<file path="config.mk">
export PLATFORM = sky130hd
export DESIGN_NAME = teclado_atm
export DESIGN_NICKNAME = d
export VERILOG_FILES = /design/src/rtl/teclado_atm.sv
export SDC_FILE = /design/constraint.sdc
export NUM_CORES = 1
export LEC_CHECK = 0
export CAP_MARGIN = 20
export CORE_MARGIN = 1.5
export CORE_UTILIZATION = 65
export DETAILED_ROUTE_END_ITERATION = 8
export DONT_BUFFER_PORTS = 1
export PLACE_DENSITY = 0.85
export SKIP_LAST_GASP = 1
export SYNTH_ARGS = -nofsm -noshare
export SYNTH_HDL_FRONTEND = slang
export SYNTH_SLANG_ARGS = --single-unit
</file>
<file path="constraint.sdc">
create_clock -name clk -period 4.44 [get_ports clk]
set_clock_uncertainty 0.05 [all_clocks]
set_input_delay 0.888 -clock clk [delete_from_list [all_inputs] [get_ports clk]]
set_output_delay 0.888 -clock clk [all_outputs]
set_load 0.02 [all_outputs]
</file>
<file path="src/rtl/teclado_atm.sv">
`default_nettype none
// ============================================================================
// Module      : teclado_atm
// Description : Keypad front-end for the ATM transaction controller.
//               Debounces the raw key level from the scanner, accepts exactly
//               one event per physical press and turns it into either a PIN
//               digit strobe or a decimal-to-binary amount accumulation with
//               an ENTER strobe.
// Ports       : clk          - system clock, rising edge
//               reset        - asynchronous active-low reset
//               tecla_activa - raw key-pressed level (may bounce)
//               tecla_codigo - key code: 0-9 digit, A ENTER, B CLEAR, C-F none
//               modo_monto   - 0 = PIN entry, 1 = amount entry
//               digito       - accepted PIN digit (valid with digito_stb)
//               digito_stb   - one-cycle pulse per accepted PIN digit
//               monto        - running / final amount, unsigned binary
//               monto_stb    - one-cycle pulse on a valid ENTER in amount mode
//               error_tecla  - one-cycle pulse when an accepted key is rejected
// Revision    : 1.0 - initial release
// ============================================================================
module teclado_atm #(
  parameter int DEBOUNCE_CYCLES = 4,   // 1..255
  parameter int MAX_DIGITS      = 9    // 1..9
) (
  input  logic        clk,
  input  logic        reset,
  input  logic        tecla_activa,
  input  logic [3:0]  tecla_codigo,
  input  logic        modo_monto,
  output logic [3:0]  digito,
  output logic        digito_stb,
  output logic [31:0] monto,
  output logic        monto_stb,
  output logic        error_tecla
);

  localparam logic [1:0] c_ST_IDLE         = 2'd0;
  localparam logic [1:0] c_ST_DEBOUNCE     = 2'd1;
  localparam logic [1:0] c_ST_ACCEPT       = 2'd2;
  localparam logic [1:0] c_ST_WAIT_RELEASE = 2'd3;

  localparam logic [7:0] c_DEB_CYCLES = 8'(DEBOUNCE_CYCLES);
  localparam logic [3:0] c_MAX_DIGITS = 4'(MAX_DIGITS);
  localparam logic [3:0] c_KEY_ENTER  = 4'hA;
  localparam logic [3:0] c_KEY_CLEAR  = 4'hB;

  logic [1:0]  r_state;
  logic [7:0]  r_deb_cnt;
  logic [3:0]  r_code;
  logic [3:0]  r_ndig;
  logic        r_clr_pend;   // clears the accumulator the cycle after monto_stb

  logic        w_is_digit;
  logic [31:0] w_monto_next;

  assign w_is_digit = (r_code <= 4'd9);

  // A digit is only appended while fewer than MAX_DIGITS (<= 9) are held, so
  // the previous value is at most 99,999,999 and monto*10 + 9 stays below
  // 1,000,000,000. The upper nibble of the 36-bit product is therefore always
  // zero and a 32-bit computation is exact.
  assign w_monto_next = (monto * 32'd10) + {28'd0, r_code};

  always_ff @(posedge clk or negedge reset) begin
    if (!reset) begin
      r_state     <= c_ST_IDLE;
      r_deb_cnt   <= 8'd0;
      r_code      <= 4'd0;
      r_ndig      <= 4'd0;
      r_clr_pend  <= 1'b0;
      digito      <= 4'd0;
      digito_stb  <= 1'b0;
      monto       <= 32'd0;
      monto_stb   <= 1'b0;
      error_tecla <= 1'b0;
    end else begin
      // Strobes are single-cycle by construction: cleared every cycle and only
      // set on the exit edge of ACCEPT, which lasts exactly one cycle.
      digito_stb  <= 1'b0;
      monto_stb   <= 1'b0;
      error_tecla <= 1'b0;

      if (r_clr_pend) begin
        monto      <= 32'd0;
        r_ndig     <= 4'd0;
        r_clr_pend <= 1'b0;
      end

      case (r_state)
        c_ST_IDLE: begin
          if (tecla_activa) begin
            r_code    <= tecla_codigo;
            r_deb_cnt <= 8'd1;
            r_state   <= c_ST_DEBOUNCE;
          end
        end

        c_ST_DEBOUNCE: begin
          // Any drop-out or code change restarts from IDLE; the new code is
          // latched on the following edge.
          if (!tecla_activa || (tecla_codigo != r_code)) begin
            r_deb_cnt <= 8'd0;
            r_state   <= c_ST_IDLE;
          end else if (r_deb_cnt == c_DEB_CYCLES) begin
            r_state <= c_ST_ACCEPT;
          end else begin
            r_deb_cnt <= r_deb_cnt + 8'd1;
          end
        end

        c_ST_ACCEPT: begin
          r_deb_cnt <= 8'd0;
          r_state   <= c_ST_WAIT_RELEASE;
          if (!modo_monto) begin
            // PIN mode: only digits matter; ENTER/CLEAR/unused are silent.
            if (w_is_digit) begin
              digito     <= r_code;
              digito_stb <= 1'b1;
            end
          end else if (w_is_digit) begin
            if (r_ndig < c_MAX_DIGITS) begin
              monto  <= w_monto_next;
              r_ndig <= r_ndig + 4'd1;
            end else begin
              error_tecla <= 1'b1;
            end
          end else if (r_code == c_KEY_ENTER) begin
            if (r_ndig != 4'd0) begin
              monto_stb  <= 1'b1;
              r_clr_pend <= 1'b1;
            end else begin
              error_tecla <= 1'b1;
            end
          end else if (r_code == c_KEY_CLEAR) begin
            monto  <= 32'd0;
            r_ndig <= 4'd0;
          end
        end

        c_ST_WAIT_RELEASE: begin
          // A held key never repeats: wait for one released cycle.
          if (!tecla_activa) begin
            r_state <= c_ST_IDLE;
          end
        end

        default: r_state <= c_ST_IDLE;
      endcase
    end
  end

endmodule
`default_nettype wire

</file>
Yosys cells after proc, flatten, opt, wreduce, memory -nomap -nowiden
Cells that the tools add are included.
- bits in registers: 57
- logic and storage cells: 73
- add/sub/neg operators: 3
- multipliers: 1
- $lt $le $gt $ge: 2
- equality and inequality tests: 11
- multiplexer cells: 37
- bitwise gates (word level): 1
- reduce and logical (&&, ||, !) cells: 9
- operator list (cell ; count):
    $mux W32 ; 7
    $add A32 B4 Y32 ; 1
    $mul A32 B3 Y31 const B ; 1
    $mux W4 ; 7
    $mux W8 ; 3
    $pmux W8 S3 ; 1
    $mux W1 ; 14
    $reduce_and A3 Y1 ; 3
    $add A8 B1 Y8 const B ; 1
    $eq A4 B4 Y1 const B ; 2
    $eq A8 B3 Y1 const B ; 1
    $mux W2 ; 4
    $pmux W2 S4 ; 1
    $ne A3 B3 Y1 const B ; 2
    $add A4 B1 Y4 const B ; 1
    $eq A2 B2 Y1 const B ; 2
    $le A4 B4 Y1 const B ; 1
    $lt A4 B4 Y1 const B ; 1
    $ne A2 B2 Y1 const B ; 2
    $ne A4 B4 Y1 ; 1
    $reduce_bool A4 Y1 ; 1
    $reduce_bool A3 Y1 ; 1
    $eq A2 B1 Y1 const B ; 1
    $logic_not A2 Y1 ; 1
    other kinds (4) ; 4

Logic depth before layout (Yosys ltp)
Gate-level depths: netlist of the first run.
- word-level depth: 6
- depth in mapped cells: 12

Least setup slack after synthesis of the first run
OpenSTA, ideal clock, no wires.
- path type: reg2reg
- start: reg monto[1]
- end: reg monto[31]
- arrival time: 3.745 ns
- slack: 0.575 ns
- stages on the path, launching flop included: 13
- path buffers: 0
- cells stage by stage: dfrtp_1 -> ha_1 -> ha_1 -> fa_1 -> a21o_1 -> a21oi_1 -> xor2_1 -> or3_1 -> nor3_1 -> nand3_2 -> or3_4 -> or4_1 -> nand3_1
- longest elaborated chain between the ends: 6
- RTL lines (what ; line ; RTL):
    start: declaration ; 32 ; output logic [31:0] monto,
    start signal: assignment ; 122 ; monto <= w_monto_next;
    $mul A32 B3 Y31 ; 62 ; assign w_monto_next = (monto * 32'd10) + {28'd0, r_code};
    $add A32 B4 Y32 ; 62 ;
    $mux W32 ; 121 ; if (r_ndig < c_MAX_DIGITS) begin
    $mux W32 ; 120 ; end else if (w_is_digit) begin
    $mux W32 ; 114 ; if (!modo_monto) begin
    $mux W32 ; 89 ; case (r_state)
Every way passes these cells.
A chain may end at the register's enable or synchronous reset.

Final worst setup path of the first run
- start: reg monto[3]
- end: reg monto[31]
The elaborated chain is that of the path after synthesis.

==> flow_summary.yaml, run 1 <==
cts:
  tritoncts.num_buffers: 9
  clk_latency_ps: 350
  post_cts.resized_instances: 0
  post_cts.repair.setup_buffers: 0
  post_cts_hold_buffers: 0
  htree_levels: 3
  cts_max_path_buffers: 2
  master_cell_of_the_clock_root_buffer: "sky130_fd_sc_hd__clkbuf_8"
  tritoncts: "done"
  cts.clk_slew.worst_paths_ps: 70
  clock_sinks: 57
timing:
  setup-tns-final_ps: 0
  part_of_the_cycle_the_worst_path_needs: 0.9376
  drv_slew: 0
  fmax_ghz: 0.2402
  min_period_ps: 4163
  hold_ws_ps: 177.3
  setup_repair_after_global_routing_missed_its_margin: "no"
  fin_ws_ps: 277.2
  finalHoldViolCount: 0
  final_setup_violating_endpoints: 0
  worst-slew-pin-transition_ps: 709.7
  timing.max_slew.rel_slack: 0.5194
detailed_routing:
  detail_route.iter0.violations: 277
  avgRoutedWirePerCell_um: 18.54
  drc_errors: 0
  drt-vias-per-instance: 6.547
  dr.pass1.iters: 6
  route.antenna.remaining_nets: 0
  drt_wl_total_mm: 13.28
  detailroute.via_count: 4688
global_route:
  wire_length_of_the_first_global_routing_pass_mm: 22.05
  grt_remaining_overflow: 0
  global_route.usage.total: 0.3253
  vias_in_the_first_global_route: 4606
  initial_antenna_violation_count: 0
  pin_count_of_the_biggest_net_entering_global_routing: 58
power:
  peakVddDrop_mv: 0.2353
  power_density_nw_per_um2: 222.2
  leak_pwr_nw: 2.535
  p_total_mw: 1.215
finish:
  area_delta_synth_final_pct: 5.428
  final_util: 0.7076
  antennaDiodeCount: 0
  mostFrequentLayoutCell: "sky130_fd_sc_hd__nand2_1"
  layoutNonFillerInstCount: 716
  final_cell_mix: "sky130_fd_sc_hd__nand2_1, sky130_fd_sc_hd__ha_1, sky130_fd_sc_hd__dfrtp_1"
  postLayoutCellArea_um2: 5468
  final_net_count: 685
  fillCellCount: 628
  layout-drive-gt1-share: 0.07492
place:
  place_ws_ps: 325.5
  place_congestion: 0.9027
  detailed_place_hpwl_mm: 10.17
  number_of_placed_instances_taps_included: 700
  postPlaceCellArea_um2: 5295
  input_output_buffers: 0
setup_path:
  critPathRequiredTime_ps: 4670
  worst_ep_arrival_time_ps: 4400
  rr_endpoint: "monto[31]$_DFF_PN0_"
  timing.rr.start: "monto[3]$_DFF_PN0_"
  timing.reg2reg.worst_path_depth: 12
  crit_path_start_kind: "flop"
  critPathMaxFanout: 6
  end_kind: "flop"
  path_class: "reg2reg"
  reg2reg_setup_slack_ps: 280
job:
  number_of_max_capacitance_violations_reported: 0
synth:
  synth.ff_latch_count: 57
  postSynthAreaPerCell_um2: 8.544
  synth.lib_cells_used.distinct: 72
  async_reset_ff_frac: 1.000
  ys.warnings.count: 0
  synth_top_area_cell: "sky130_fd_sc_hd__dfrtp_1"
  synthesis.area_um2: 5186
  yosysSeqAreaShare: 0.2750
  count_of_mapped_cells_out_of_synthesis: 607
  synth_enable_flop_cells: 0
  synth.net_count: 683
  synth_top_area_share: 0.2750
  yosys_most_used_dff: "sky130_fd_sc_hd__dfrtp_1"
  largest_cells_by_area_after_synthesis: "sky130_fd_sc_hd__dfrtp_1, sky130_fd_sc_hd__ha_1, sky130_fd_sc_hd__o21ai_0"
min_path:
  hold_class: "in2async"
floorplan:
  floorplan.initialDensity: 0.6711
  floorplan.die.width_um: 92.33
  fp.coreArea_um2: 7727
  die_area_um2: 8524
  io-pin-count: 47
  die_h_um: 92.33
  num_rows: 32
run_status:
  run_status: "completed"
## state kept, by name, indices dropped and copies added, names as in the netlist, named ones only
signal       cells
digito           4
monto           32
r_clr_pend       1
error_tecla      1
digito_stb       1
r_code           4
r_ndig           4
r_state          1
r_deb_cnt        8
## layout make-up
class                   instances  area, µm²  area share
clock inverters                 5      31.28    0.005721
well taps                     102      127.6     0.02334
repair buffers                  6      45.04    0.008238
inverters                      21      78.83     0.01442
multi-input cells             514       3617      0.6616
flip-flops and latches         57       1426      0.2609
clock buffers                  11      141.4     0.02586
## routing by layer
| metal | wire length, µm | GRT usage |
|---|---|---|
| met1 | 5982 | 0.4415 |
| met2 | 6131 | 0.5165 |
| met3 | 863 | 0.05993 |
| met4 | 297 | 0.1205 |
| met5 | 0 | 0 |
## Yosys cell counts, types with 3 or more instances
library cell,number
sky130_fd_sc_hd__o2111ai_1,3
sky130_fd_sc_hd__nor2_1,40
sky130_fd_sc_hd__a21oi_1,33
sky130_fd_sc_hd__mux2_2,3
sky130_fd_sc_hd__o21a_1,7
sky130_fd_sc_hd__and3_1,11
sky130_fd_sc_hd__clkbuf_1,9
sky130_fd_sc_hd__nand2_1,73
sky130_fd_sc_hd__xnor2_1,21
sky130_fd_sc_hd__o22ai_1,5
sky130_fd_sc_hd__o21ai_1,3
sky130_fd_sc_hd__nand3_1,21
sky130_fd_sc_hd__or2_2,3
sky130_fd_sc_hd__nand2b_1,7
sky130_fd_sc_hd__o31ai_1,4
sky130_fd_sc_hd__a31oi_1,8
sky130_fd_sc_hd__a21o_1,7
sky130_fd_sc_hd__a211oi_1,7
sky130_fd_sc_hd__nor3_1,16
sky130_fd_sc_hd__nor2b_1,5
sky130_fd_sc_hd__nand4_1,9
sky130_fd_sc_hd__nand3b_1,4
sky130_fd_sc_hd__and2_1,5
sky130_fd_sc_hd__nor4_1,11
sky130_fd_sc_hd__ha_1,66
sky130_fd_sc_hd__a21boi_0,3
sky130_fd_sc_hd__a211oi_2,3
sky130_fd_sc_hd__a221o_1,4
sky130_fd_sc_hd__a211o_1,3
sky130_fd_sc_hd__o21ai_0,55
sky130_fd_sc_hd__xor2_1,20
sky130_fd_sc_hd__or3_1,4
sky130_fd_sc_hd__a22o_1,5
sky130_fd_sc_hd__dfrtp_1,57
sky130_fd_sc_hd__buf_2,4
sky130_fd_sc_hd__inv_1,21
sky130_fd_sc_hd__o211ai_1,5
## where the power goes
| part | internal, mW | switching (mW) |
|---|---|---|
| registers | 0.547 | 0.0372 |
| logic | 0.0724 | 0.108 |
| clock network | 0.216 | 0.234 |
## cell families after synthesis
logic type | after synthesis | synth area share
buf+inv | 36 | 0.02871
xor+xnor | 44 | 0.08082
fa+ha+maj | 68 | 0.1669
mux | 5 | 0.01037
simple gates | 223 | 0.2145
compound gates | 174 | 0.2236
flops | 57 | 0.2750
## critical path, cell delays in order (launching register included)
cell and delay, ps:
sky130_fd_sc_hd__dfrtp_1 500, sky130_fd_sc_hd__ha_1 340, sky130_fd_sc_hd__ha_1 240, sky130_fd_sc_hd__fa_1 420, sky130_fd_sc_hd__a21o_1 210, sky130_fd_sc_hd__a22oi_1 300
sky130_fd_sc_hd__a211oi_1 210, sky130_fd_sc_hd__o21a_1 250, sky130_fd_sc_hd__nor3_2 290, sky130_fd_sc_hd__nand4_2 210, sky130_fd_sc_hd__or3_4 470, sky130_fd_sc_hd__or4_1 520
sky130_fd_sc_hd__nand3_1 80
## how the worst max path moves through the flow
stage | start | endpoint | slack [ps] | depth (start not counted)
6_report | monto[3]$_DFF_PN0_ | monto[31]$_DFF_PN0_ | 280 | 12
5_1_grt | monto[3]$_DFF_PN0_ | monto[30]$_DFF_PN0_ | 40 | 12
4_1_cts | monto[3]$_DFF_PN0_ | monto[31]$_DFF_PN0_ | 310 | 12
3_5_place_dp | monto[3]$_DFF_PN0_ | monto[31]$_DFF_PN0_ | 330 | 12
3_3_place_gp | monto[3]$_DFF_PN0_ | monto[30]$_DFF_PN0_ | 400 | 12
2_1_floorplan | monto[1]$_DFF_PN0_ | monto[31]$_DFF_PN0_ | 580 | 12
No activity file was read; power rests on OpenSTA's default activity.
==> run 2, diff against run 1 <==
--- a/config.mk
+++ b/config.mk
@@ -8,6 +8,7 @@
 export CAP_MARGIN = 20
 export CORE_MARGIN = 1.5
 export CORE_UTILIZATION = 65
+export CTS_BUF_LIST = sky130_fd_sc_hd__clkbuf_16
 export DETAILED_ROUTE_END_ITERATION = 8
 export DONT_BUFFER_PORTS = 1
 export PLACE_DENSITY = 0.85
==> run 2 against run 1 <==
Cell area up 1.7%. Register-to-register slack got worse by 60 ps. Sequential cell count is the same. Clock power increased by 39%. Routed wire length rose by 1.9%. Power increased by 15%. Largest cell class unchanged.
==> flow_summary.yaml, run 2 (same netlist as run 1, synthesis figures left out) <==
cts:
  htree_levels: 3
  tritoncts.num_buffers: 9
  cts_max_path_buffers: 2
  post_cts.repair.setup_buffers: 0
  post_cts.resized_instances: 0
  master_cell_of_the_clock_root_buffer: "sky130_fd_sc_hd__clkbuf_16"
  clock_sinks: 57
  cts.clk_slew.worst_paths_ps: 60
  post_cts_hold_buffers: 0
  tritoncts: "done"
  clk_latency_ps: 330
power:
  peakVddDrop_mv: 0.1981
  leak_pwr_nw: 2.579
  sw_frac_of_total: 0.2916
  power.switching_mw: 0.4084
  seqPwrFrac: 0.419
  power_density_nw_per_um2: 251.9
  power_report.internal_total_mw: 0.9921
  p_comb_frac: 0.133
  power.clock.fraction: 0.447
timing:
  hold_ws_ps: 199.2
  finalHoldViolCount: 0
  setup_repair_after_global_routing_missed_its_margin: "no"
  fin_ws_ps: 215.0
  timing.max_slew.rel_slack: 0.5179
  drv_slew: 0
  worst-slew-pin-transition_ps: 712.0
  setup-tns-final_ps: 0
  fmax_ghz: 0.2367
  part_of_the_cycle_the_worst_path_needs: 0.9516
  final_setup_violating_endpoints: 0
  min_period_ps: 4225
place:
  place_ws_ps: 325.5
  detailed_place_hpwl_mm: 10.17
  number_of_placed_instances_taps_included: 700
  place_congestion: 0.9027
  input_output_buffers: 0
floorplan:
  io-pin-count: 47
  fp.coreArea_um2: 7727
  num_rows: 32
  floorplan.die.width_um: 92.33
  die_h_um: 92.33
  die_area_um2: 8524
  floorplan.initialDensity: 0.6711
detailed_routing:
  drt_wl_total_mm: 13.52
  drt-vias-per-instance: 6.624
  detailroute.via_count: 4743
  avgRoutedWirePerCell_um: 18.89
  route.antenna.remaining_nets: 0
  drc_errors: 0
  dr.pass1.iters: 5
  detail_route.iter0.violations: 236
setup_path:
  reg2reg_setup_slack_ps: 210
  timing.rr.start: "monto[3]$_DFF_PN0_"
  timing.reg2reg.worst_path_depth: 12
  critPathMaxFanout: 6
  end_kind: "flop"
  critPathRequiredTime_ps: 4650
  cp-startpoint: "monto[3]$_DFF_PN0_"
  rr_endpoint: "monto[30]$_DFF_PN0_"
  crit_path_start_kind: "flop"
  path_class: "reg2reg"
  worst_ep_arrival_time_ps: 4430
finish:
  antennaDiodeCount: 0
  area_delta_synth_final_pct: 7.189
  multi_input_area_um2: 3617
  fillCellCount: 604
  number_of_flip_flops_under_the_largest_register_name: 32
  layout_top_registers: "monto (32), r_deb_cnt (8)"
  final_cell_mix: "sky130_fd_sc_hd__nand2_1, sky130_fd_sc_hd__ha_1, sky130_fd_sc_hd__dfrtp_1"
  ff_latch_area_um2: 1426
  final_net_count: 685
  layout-drive-gt1-share: 0.07329
  most_flop_heavy_register: "monto"
  layoutNonFillerInstCount: 716
  mostFrequentLayoutCell: "sky130_fd_sc_hd__nand2_1"
  final_util: 0.7194
global_route:
  initial_antenna_violation_count: 0
  pin_count_of_the_biggest_net_entering_global_routing: 58
  vias_in_the_first_global_route: 4642
  global_route.usage.total: 0.3288
  wire_length_of_the_first_global_routing_pass_mm: 22.38
  grt_remaining_overflow: 0
min_path:
  hold_class: "in2async"
run_status:
  run_status: "completed"
job:
  number_of_max_capacitance_violations_reported: 0
==> run 2: area by class of cell <==
class	instances	area share
Multi-Input combinational cell	514	0.6507
Inverter	21	0.01418
Timing Repair Buffer	6	0.008103
Tap cell	102	0.02296
Sequential cell	57	0.2566
Clock buffer	9	0.04051
Clock inverter	7	0.006977
==> run 2: worst max path at each step <==
stage	cells past startpoint	end	slack, ps
floorplan	12	monto[31]$_DFF_PN0_	580
global placement	12	monto[30]$_DFF_PN0_	400
detailed placement	12	monto[31]$_DFF_PN0_	330
CTS	12	monto[30]$_DFF_PN0_	260
global route	12	monto[30]$_DFF_PN0_	30
finish	12	monto[30]$_DFF_PN0_	210
==> run 2: routing by layer <==
layer  wire length, µm  track usage  vias up  part of all wire
met5                 0            0        -                 0
met4               288       0.1167        0             0.021
met3               864      0.05665       32             0.064
met2              6344       0.5362      224              0.47
met1              6027       0.4389     2234              0.45
li1                  -            -     2253                 -
==> run 2: metrics by stage <==
| step | power [mW] | instance area (µm²) |
|---|---|---|
| after floorplan | 0.7240 | 5186 |
| after global placement | 0.7594 | 5295 |
| after detailed placement | 0.7671 | 5295 |
| after CTS | 1.399 | 5559 |
| after global routing | 1.453 | 5559 |
| final | 1.400 | 5559 |
==> run 2: power groups by stage <==
stage | logic, mW | registers [mW] | clock network (mW)
after floorplan | 0.140 | 0.584 | 0
after global placement | 0.167 | 0.592 | 0
after detailed placement | 0.174 | 0.593 | 0
after CTS | 0.184 | 0.585 | 0.629
after global routing | 0.211 | 0.592 | 0.651
final | 0.187 | 0.587 | 0.627
==> run 2: critical path, stage by stage (launching register included) <==
cell	delay, ps
sky130_fd_sc_hd__dfrtp_1	490
sky130_fd_sc_hd__ha_1	340
sky130_fd_sc_hd__ha_1	240
sky130_fd_sc_hd__fa_1	420
sky130_fd_sc_hd__a21o_1	210
sky130_fd_sc_hd__a22oi_1	310
sky130_fd_sc_hd__a21oi_2	170
sky130_fd_sc_hd__a311o_1	350
sky130_fd_sc_hd__a21oi_1	260
sky130_fd_sc_hd__xor2_1	120
sky130_fd_sc_hd__or4_4	530
sky130_fd_sc_hd__or4b_1	550
sky130_fd_sc_hd__nand3_1	110
